## config.mk

```make
export PLATFORM = sky130hd
export DESIGN_NAME = mdio_phy_responder
export DESIGN_NICKNAME = d
export VERILOG_FILES = /design/src/rtl/mdio_phy_responder_pkg.sv /design/src/rtl/mdio_phy_responder_sync.sv /design/src/rtl/mdio_phy_responder.sv
export SDC_FILE = /design/constraint.sdc
export NUM_CORES = 1
export LEC_CHECK = 0
export CAP_MARGIN = 25
export CELL_PAD_IN_SITES_DETAIL_PLACEMENT = 2
export CELL_PAD_IN_SITES_GLOBAL_PLACEMENT = 2
export CORE_UTILIZATION = 36
export CTS_CLUSTER_SIZE = 28
export DETAILED_ROUTE_END_ITERATION = 16
export HOLD_SLACK_MARGIN = 0.12
export MAX_ROUTING_LAYER = met4
export PLACE_DENSITY = 0.9
export SLEW_MARGIN = 20
export SYNTH_ARGS = -nofsm -noshare
export SYNTH_HDL_FRONTEND = slang
export SYNTH_HIERARCHICAL = 1
export SYNTH_SLANG_ARGS = --single-unit
```

## constraint.sdc

```tcl
create_clock -name clk_i -period 2.5 [get_ports clk_i]
set_input_delay 0.375 -clock clk_i [delete_from_list [all_inputs] [get_ports clk_i]]
set_output_delay 0.375 -clock clk_i [all_outputs]
set_load 0.01 [all_outputs]
```

## src/rtl/mdio_phy_responder_pkg.sv

```systemverilog
// Shared MDIO management definitions: opcodes, responder FSM states, defaults.
package mdio_phy_responder_pkg;

  localparam int MdioPreambleLen = 32;

  // Clause 22 OP field encodings
  typedef enum logic [1:0] {
    MDIO_OP_WRITE = 2'b01,
    MDIO_OP_READ  = 2'b10
  } mdio_op_e;

  // Responder frame walk, one field per state
  typedef enum logic [2:0] {
    MDIO_HUNT  = 3'd0,
    MDIO_ST    = 3'd1,
    MDIO_OP    = 3'd2,
    MDIO_PHYAD = 3'd3,
    MDIO_REGAD = 3'd4,
    MDIO_TA    = 3'd5,
    MDIO_DATA  = 3'd6
  } mdio_state_e;

endpackage

```

## src/rtl/mdio_phy_responder_sync.sv

```systemverilog
// Plain flop-chain synchronizer; MDC and MDIO use identical instances so they stay aligned.
module mdio_phy_responder_sync #(
  parameter int Stages = 3
) (
  input  logic clk,
  input  logic rst,
  input  logic d,
  output logic q
);

  logic [Stages-1:0] ff;

  // shift the asynchronous input through the chain
  always_ff @(posedge clk or posedge rst) begin
    if (rst) ff <= '0;
    else     ff <= (ff << 1) | Stages'(d);
  end

  assign q = ff[Stages-1];

endmodule

```

## src/rtl/mdio_phy_responder.sv

```systemverilog
// PHY-side Clause 22 MDIO responder: oversamples MDC/MDIO, decodes frames,
// issues register strobes and drives read data back on MDIO.
module mdio_phy_responder
  import mdio_phy_responder_pkg::*;
#(
  parameter int SyncStages  = 3,
  parameter int PreambleLen = MdioPreambleLen
) (
  input  logic        clk_i,
  input  logic        rst_i,
  input  logic        mdc_i,
  input  logic        md_i,
  output logic        md_o,
  output logic        md_oe_o,
  input  logic [4:0]  phy_addr_i,
  output logic        reg_req_o,
  output logic        reg_we_o,
  output logic [4:0]  reg_addr_o,
  output logic [15:0] reg_wdata_o,
  input  logic [15:0] reg_rdata_i,
  output logic        frame_err_o
);

  // counter also walks 5-bit and 16-bit fields, so never narrower than 5
  localparam int CntW = ($clog2(PreambleLen + 1) > 5) ? $clog2(PreambleLen + 1) : 5;
  localparam logic [CntW-1:0] PreMax  = CntW'(PreambleLen);
  localparam logic [CntW-1:0] One     = CntW'(1);
  localparam logic [CntW-1:0] Last5   = CntW'(4);
  localparam logic [CntW-1:0] Last16  = CntW'(15);

  logic mdc_s, md_s, mdc_q, rise;

  mdio_phy_responder_sync #(.Stages(SyncStages)) u_sync_mdc (
    .clk(clk_i), .rst(rst_i), .d(mdc_i), .q(mdc_s)
  );
  mdio_phy_responder_sync #(.Stages(SyncStages)) u_sync_md (
    .clk(clk_i), .rst(rst_i), .d(md_i), .q(md_s)
  );

  // previous synchronized MDC for rising-edge detection
  always_ff @(posedge clk_i or posedge rst_i) begin
    if (rst_i) mdc_q <= 1'b0;
    else       mdc_q <= mdc_s;
  end

  assign rise = mdc_s & ~mdc_q;

  mdio_state_e     state;
  logic [CntW-1:0] cnt;
  logic            op_hi;
  logic            rd;
  logic            sel;
  logic            rd_cap;
  logic [4:0]      phyad;
  logic [4:0]      regad;
  logic [15:0]     sh;
  mdio_op_e        op;

  assign op = mdio_op_e'({op_hi, md_s});

  // frame FSM: bit actions on MDC rise; strobes/pulses are single-cycle
  always_ff @(posedge clk_i or posedge rst_i) begin
    if (rst_i) begin
      state       <= MDIO_HUNT;
      cnt         <= '0;
      op_hi       <= 1'b0;
      rd          <= 1'b0;
      sel         <= 1'b0;
      rd_cap      <= 1'b0;
      phyad       <= '0;
      regad       <= '0;
      sh          <= '0;
      md_o        <= 1'b0;
      md_oe_o     <= 1'b0;
      reg_req_o   <= 1'b0;
      reg_we_o    <= 1'b0;
      reg_addr_o  <= '0;
      reg_wdata_o <= '0;
      frame_err_o <= 1'b0;
    end else begin
      reg_req_o   <= 1'b0;
      frame_err_o <= 1'b0;
      // register file answers one cycle after the read strobe; capture once
      rd_cap      <= reg_req_o & ~reg_we_o;
      if (rd_cap) sh <= reg_rdata_i;

      if (rise) begin
        case (state)
          MDIO_HUNT: begin
            if (md_s) begin
              if (cnt != PreMax) cnt <= cnt + One;
            end else if (cnt == PreMax) begin
              state <= MDIO_ST;
              cnt   <= '0;
            end else begin
              cnt <= '0;
            end
          end
          MDIO_ST: begin
            if (md_s) begin
              state <= MDIO_OP;
            end else begin
              frame_err_o <= 1'b1;
              state       <= MDIO_HUNT;
            end
            cnt <= '0;
          end
          MDIO_OP: begin
            if (cnt == '0) begin
              op_hi <= md_s;
              cnt   <= One;
            end else begin
              cnt <= '0;
              case (op)
                MDIO_OP_READ: begin
                  rd    <= 1'b1;
                  state <= MDIO_PHYAD;
                end
                MDIO_OP_WRITE: begin
                  rd    <= 1'b0;
                  state <= MDIO_PHYAD;
                end
                default: begin
                  frame_err_o <= 1'b1;
                  state       <= MDIO_HUNT;
                end
              endcase
            end
          end
          MDIO_PHYAD: begin
            phyad <= {phyad[3:0], md_s};
            if (cnt == Last5) begin
              cnt   <= '0;
              state <= MDIO_REGAD;
            end else begin
              cnt <= cnt + One;
            end
          end
          MDIO_REGAD: begin
            regad <= {regad[3:0], md_s};
            if (cnt == Last5) begin
              cnt   <= '0;
              state <= MDIO_TA;
              sel   <= (phyad == phy_addr_i);
              if (phyad == phy_addr_i) begin
                reg_addr_o <= {regad[3:0], md_s};
                if (rd) begin
                  reg_req_o <= 1'b1;
                  reg_we_o  <= 1'b0;
                end
              end
            end else begin
              cnt <= cnt + One;
            end
          end
          MDIO_TA: begin
            if (cnt == '0) begin
              cnt <= One;
              // TA bit 1 stays released; take the line with the TA zero
              if (sel && rd) begin
                md_oe_o <= 1'b1;
                md_o    <= 1'b0;
              end
            end else begin
              cnt   <= '0;
              state <= MDIO_DATA;
              if (sel && rd) begin
                md_o <= sh[15];
                sh   <= {sh[14:0], 1'b0};
              end
            end
          end
          MDIO_DATA: begin
            if (cnt == Last16) begin
              cnt     <= '0;
              state   <= MDIO_HUNT;
              md_oe_o <= 1'b0;
              md_o    <= 1'b0;
              if (sel && !rd) begin
                reg_req_o   <= 1'b1;
                reg_we_o    <= 1'b1;
                reg_wdata_o <= {sh[14:0], md_s};
              end
            end else begin
              cnt <= cnt + One;
              if (rd) begin
                if (sel) md_o <= sh[15];
                sh <= {sh[14:0], 1'b0};
              end else begin
                sh <= {sh[14:0], md_s};
              end
            end
          end
          default: begin
            state <= MDIO_HUNT;
            cnt   <= '0;
          end
        endcase
      end
    end
  end

endmodule
```

=== After elaboration in Yosys (flattened, before gate mapping) ===
Index checks and enable logic that the tools add are counted.
W data, S select, Z words.

* Register bits after elaboration: 71
* Logic and storage cells: 131
* Input port bits: 25
* Output and inout bits: 26

* Bitwise logic cells: 7
* Reduce and logical (&&, ||, !) cells: 23
* Mux-type cells: 53
* Eq/ne operators: 28
* Add/subtract/negate cells: 1

{| class="wikitable"
|+ Operators with widths
! cell !! count
|-
| $mux W16 || 5
|-
| $pmux W16 S2 || 1
|-
| $mux W1 || 26
|-
| $mux W6 || 4
|-
| $ne A2 B2 Y1 const B || 12
|-
| $pmux W6 S4 || 1
|-
| $mux W3 || 7
|-
| $pmux W3 S7 || 1
|-
| $pmux W1 S2 || 6
|-
| $reduce_and A4 Y1 || 3
|-
| $reduce_and A5 Y1 || 2
|-
| $eq A3 B3 Y1 const B || 3
|-
| $ne A3 B3 Y1 const B || 3
|-
| $reduce_and A8 Y1 || 1
|-
| $reduce_and A7 Y1 || 1
|-
| $add A6 B1 Y6 const B || 1
|-
| $eq A3 B2 Y1 const B || 2
|-
| $eq A6 B3 Y1 const B || 1
|-
| $eq A6 B4 Y1 const B || 1
|-
| $eq A6 B6 Y1 const B || 1
|-
| $logic_not A6 Y1 || 1
|-
| $ne A6 B6 Y1 const B || 1
|-
| $or A3 B1 Y3 || 2
|-
| $reduce_and A2 Y1 || 3
|-
| 13 further kinds || 23
|}

=== Logic depth before layout (Yosys ltp) ===
* Depth in word-level cells: 6
* Depth in mapped cells: 8
* Depth with buffers taken out: 7

=== Modules after synthesis ===
Netlist, hierarchy kept.

{| class="wikitable"
|+ Modules (own cells, without submodules)
! module !! cells an instance !! instances !! area an instance (um2) !! seq. area each (um2)
|-
| mdio_phy_responder || 261 || 1 || 3206.8 || 1626.6
|-
| mdio_phy_responder_sync || 4 || 2 || 78.8 || 75.1
|}

=== Worst setup path after synthesis ===
Ideal clock, no wire load.

* Kind: register to register
* From: reg cnt[0]
* To: reg sh[14]
* Required time: 2.375 ns
* Buffers on the path: 1
* Data arrival time: 2.045 ns
* Path slack: 0.330 ns
* Stages on the path, launching flop included: 9
* Setup time: 0.125 ns
* Cells stage by stage: dfrtp_1 inv_1 ha_1 nor4b_2 nand2b_1 nand4_1 a21oi_1 buf_2 mux2_2

* Word-level cells in the longest chain between the ends: 4
* Elaborated cells on any way between the ends: 6
* Those cells by class: eq/ne: 1; mux: 4; reduce/logical: 1

{| class="wikitable"
|+ RTL lines
! element !! line !! RTL
|-
| start: declaration || mdio_phy_responder.sv:49 || <nowiki>logic [CntW-1:0] cnt;</nowiki>
|-
| start signal: assignment || mdio_phy_responder.sv:91 || <nowiki>if (cnt != PreMax) cnt <= cnt + One;</nowiki>
|-
| start signal: assignment || mdio_phy_responder.sv:111 || <nowiki>cnt <= One;</nowiki>
|-
| start signal: assignment || mdio_phy_responder.sv:136 || <nowiki>cnt <= cnt + One;</nowiki>
|-
| $eq A6 B4 Y1 or $logic_not A6 Y1 (tied branches) || mdio_phy_responder.sv:174, mdio_phy_responder.sv:157 ||
|-
| $mux W16 (on tied branches) || mdio_phy_responder.sv:174, mdio_phy_responder.sv:157 ||
|-
| $pmux W16 S2 * || mdio_phy_responder.sv:88 || <nowiki>case (state)</nowiki>
|-
| $mux W16 * || mdio_phy_responder.sv:87 || <nowiki>if (rise) begin</nowiki>
|-
| end signal: assignment || mdio_phy_responder.sv:85 || <nowiki>if (rd_cap) sh <= reg_rdata_i;</nowiki>
|-
| end signal: assignment || mdio_phy_responder.sv:169 || <nowiki>sh <= {sh[14:0], 1'b0};</nowiki>
|-
| end signal: assignment || mdio_phy_responder.sv:188 || <nowiki>sh <= {sh[14:0], 1'b0};</nowiki>
|-
| end: declaration || mdio_phy_responder.sv:56 || <nowiki>logic [15:0] sh;</nowiki>
|}

Mark *: on every way between the ends. The rest lies on a longest branch, timed or not.
A chain may end at the register's enable or synchronous reset.

=== Worst setup path in the final report ===
* From: reg cnt[4]
* To: reg reg_addr_o[1]

* Word-level cells in the longest chain between the ends: 2

{| class="wikitable"
|+ RTL lines
! element !! line !! RTL
|-
| $eq A6 B3 Y1 || mdio_phy_responder.sv:141 || <nowiki>if (cnt == Last5) begin</nowiki>
|-
| $reduce_and A4 Y1 (no source line) || - ||
|-
| end signal: assignment || mdio_phy_responder.sv:146 || <nowiki>reg_addr_o <= {regad[3:0], md_s};</nowiki>
|-
| end: declaration || mdio_phy_responder.sv:18 || <nowiki>output logic [4:0] reg_addr_o,</nowiki>
|}

No other way between the ends.

==> summary.txt <==
Run status
  – Outcome: complete, no violations

Detailed routing
  – Post-Route WL: 9020 µm
  – Routed len/inst: 20.8 µm
  – DRC: 0
  – Number of routed nets with antenna violations: 0
  – Initial DRT Pass Iterations: 4
  – Routed via count: 2362
  – Vias per cell: 5.45
  – Iteration-0 DRC count of the detailed router: 39

Critical path
  – CP Buf/Inv Count: 0
  – CP max stage cell: or4_4
  – CP Capture Type: register
  – Worst path arrival time: 2.52 ns
  – Worst Setup Path Type: reg2reg
  – Flop2flop setup slack: 0.21 ns
  – Crit-path leading delay family: simple AND/OR/NAND/NOR gates
  – CP peak stage delay: 0.62 ns
  – Startpoint types: register
  – Required time of the critical path: 2.73 ns
  – Worst path cell trace: or3_4 > or2_4 > or4_4 > mux2_4
  – CP max FO: 9

Floorplan
  – Die area: 0.00974 mm²
  – Core Area: 0.00889 mm²
  – Initial Util: 37.8%
  – Die Width: 98.7 µm
  – Die height: 98.7 µm
  – Site Rows: 34
  – # IOs: 51

GRT
  – Pin count of the biggest net entering global routing: 66
  – Grt total ovfl: 0
  – GRT Total Usage: 20.7%
  – First-pass GRT wire length: 14700 µm
  – Antenna violations before repair: 0
  – Vias in the first global route: 2700

Power
  – Pwr Total: 3.02 mW
  – LEAKAGE: 1.94 nW
  – Peak VDD IR: 0.284 mV
  – Pwr Density: 717 mW/mm²

Yosys
  – Largest family of logic cells by synthesized area: multiplexers
  – Cells after synthesis: 269
  – #FFs+latches synth: 71
  – Post-synth cell types: 49
  – Adder-cell area share of the yosys netlist: 1.12%
  – Number of flops mapped to enable cells by yosys: 0
  – XOR/XNOR Fraction of Synth Area: 1.56%
  – Post-synthesis mux area share: 22.5%
  – Syn nets: 297
  – Mapped Area: 0.00336 mm²
  – Asr flop ratio synth: 100%
  – Compound-Gate Fraction of Synth Area: 7.92%
  – Synth Warn #: 6
  – Post-synthesis sequential area ratio: 52.8%
  – Syn Area/Cell: 12.5 µm²
  – Simple-gate share of the synthesized area: 10.6%
  – Synth Flop Type: dfrtp_1

CTS
  – Post-CTS Setup Repair Bufs: 0
  – Buffer depth of the longest clock path: 2
  – Worst-path clk slew: 0.07 ns
  – Clock root buffer: clkbuf_8
  – CTS buffer count: 9
  – H-Tree Level Count: 3
  – Clk_lat worst skew: 0.35 ns
  – Hold Buf Count CTS: 0
  – CTS sink count: 71
  – Resized Gates After CTS: 0
  – CTS tree: yes

Layout
  – ANT cells: 0
  – Commonest non-fill, non-tap cell in the layout: dfrtp_1
  – Layout overhead on the synthesized area: 25.1%
  – # nets final: 349
  – Most frequent cells in the layout: dfrtp_1 (71), mux2_2 (58), clkdlybuf4s50_1 (50), nand2_1 (14), clkbuf_8 (10)
  – Layout cell share with drive strength beyond 1: 29.2%

Timing
  – Max-slew headroom: 46.9%
  – Count of pins over their slew limit: 0
  – Final Cycle Share: 91.7%
  – # setup viols final: 0
  – RSZ-0062 raised after global routing: no
  – Setup TNS: 0 ns
  – Final hold violations: 0
  – Final Critical Period: 2.29 ns
  – Worst Skew: 0.00726 ns
  – Worst-Margin Slew: 0.786 ns
  – Fmax: 0.436 GHz

Place
  – IO Port Bufs: 50
  – Final GP Congestion: 0.800
  – DP Wirelength: 6410 µm

Min path
  – Worst hold path type: in2async

Job
  – Max-cap violations: 0
## layer usage
metal	GRT usage, %	share of wire (%)
met5	-	0
met1	22.3	40
met4	6.43	1.6
met3	4.40	3.1
met2	37.9	55
## layout make-up
type	count	area [µm²]
Multi-Input combinational cell	172	1480
Clock inverter	4	70.1
Timing Repair Buffer	57	566
Sequential cell	71	1780
Inverter	10	37.5
Fill cell	888	4680
Clock buffer	11	141
Tap cell	108	135
## state kept, by name, summed over array words and instances, names as in the netlist, 3 cells and up
name,flops
reg_addr_o,5
state,3
u_sync_mdc/ff,3
cnt,6
u_sync_md/ff,3
sh,16
phyad,5
regad,4
reg_wdata_o,16
## through the flow
step           util [%]  hold WS [ns]  area [µm²]  setup slack, ns  std cells
2_1_floorplan         -         0.129        3360            0.330        269
3_3_place_gp       44.8         0.336        3990            0.282        418
3_5_place_dp       44.8         0.340        3990            0.107        418
4_1_cts            47.2         0.278        4200            0.112        433
5_1_grt            47.4         0.289        4210           0.0888        433
6_report           47.4         0.265        4210            0.207        433
## where the power goes
part | total [mW] | switching, mW | internal, mW
registers | 1.38 | 0.150 | 1.23
clock network | 1.01 | 0.433 | 0.581
logic | 0.623 | 0.335 | 0.288
total | 3.02 | 0.918 | 2.10
## worst paths after layout
| check | startpoint | endpoint | cells past startpoint |
|---|---|---|---|
| max | cnt[4] | reg_addr_o[1] | 4 |
| min | rst_i | u_sync_mdc/ff[0] | 2 |
| max reg2reg | cnt[4] | reg_addr_o[1] | 4 |
| min reg2reg | u_sync_mdc/ff[0] | u_sync_mdc/ff[1] | 0 |
| max in group asynchronous | rst_i | reg_wdata_o[12] | 3 |
| min in group clk_i | u_sync_mdc/ff[0] | u_sync_mdc/ff[1] | 0 |
## cell families (layout without fill, tap and decap cells)
group                    after synthesis  in the layout
AO/OA/AOI/OAI                         37             37
XOR/XNOR                               6              6
adder cells (fa/ha/maj)                3              3
buffers and inverters                 26             82
flip-flops                            71             71
multiplexers                          66             66
AND/OR/NAND/NOR                       60             60
## synthesized netlist by cell type, types with 4 or more instances
cell,n,area share (%)
o21ai_0,6,0.89
clkbuf_1,10,1.1
mux2_2,58,19
nand2_1,14,1.6
nand3_1,5,0.74
inv_1,10,1.1
mux2_4,5,2.2
buf_2,4,0.60
nand2b_1,5,0.93
and3_1,6,1.1
nand4_1,4,0.74
dfrtp_1,71,53
xnor2_1,6,1.6
nor2b_1,4,0.74
a21oi_1,6,0.89
nor2_1,5,0.56
(Power assumes the default switching activity.)
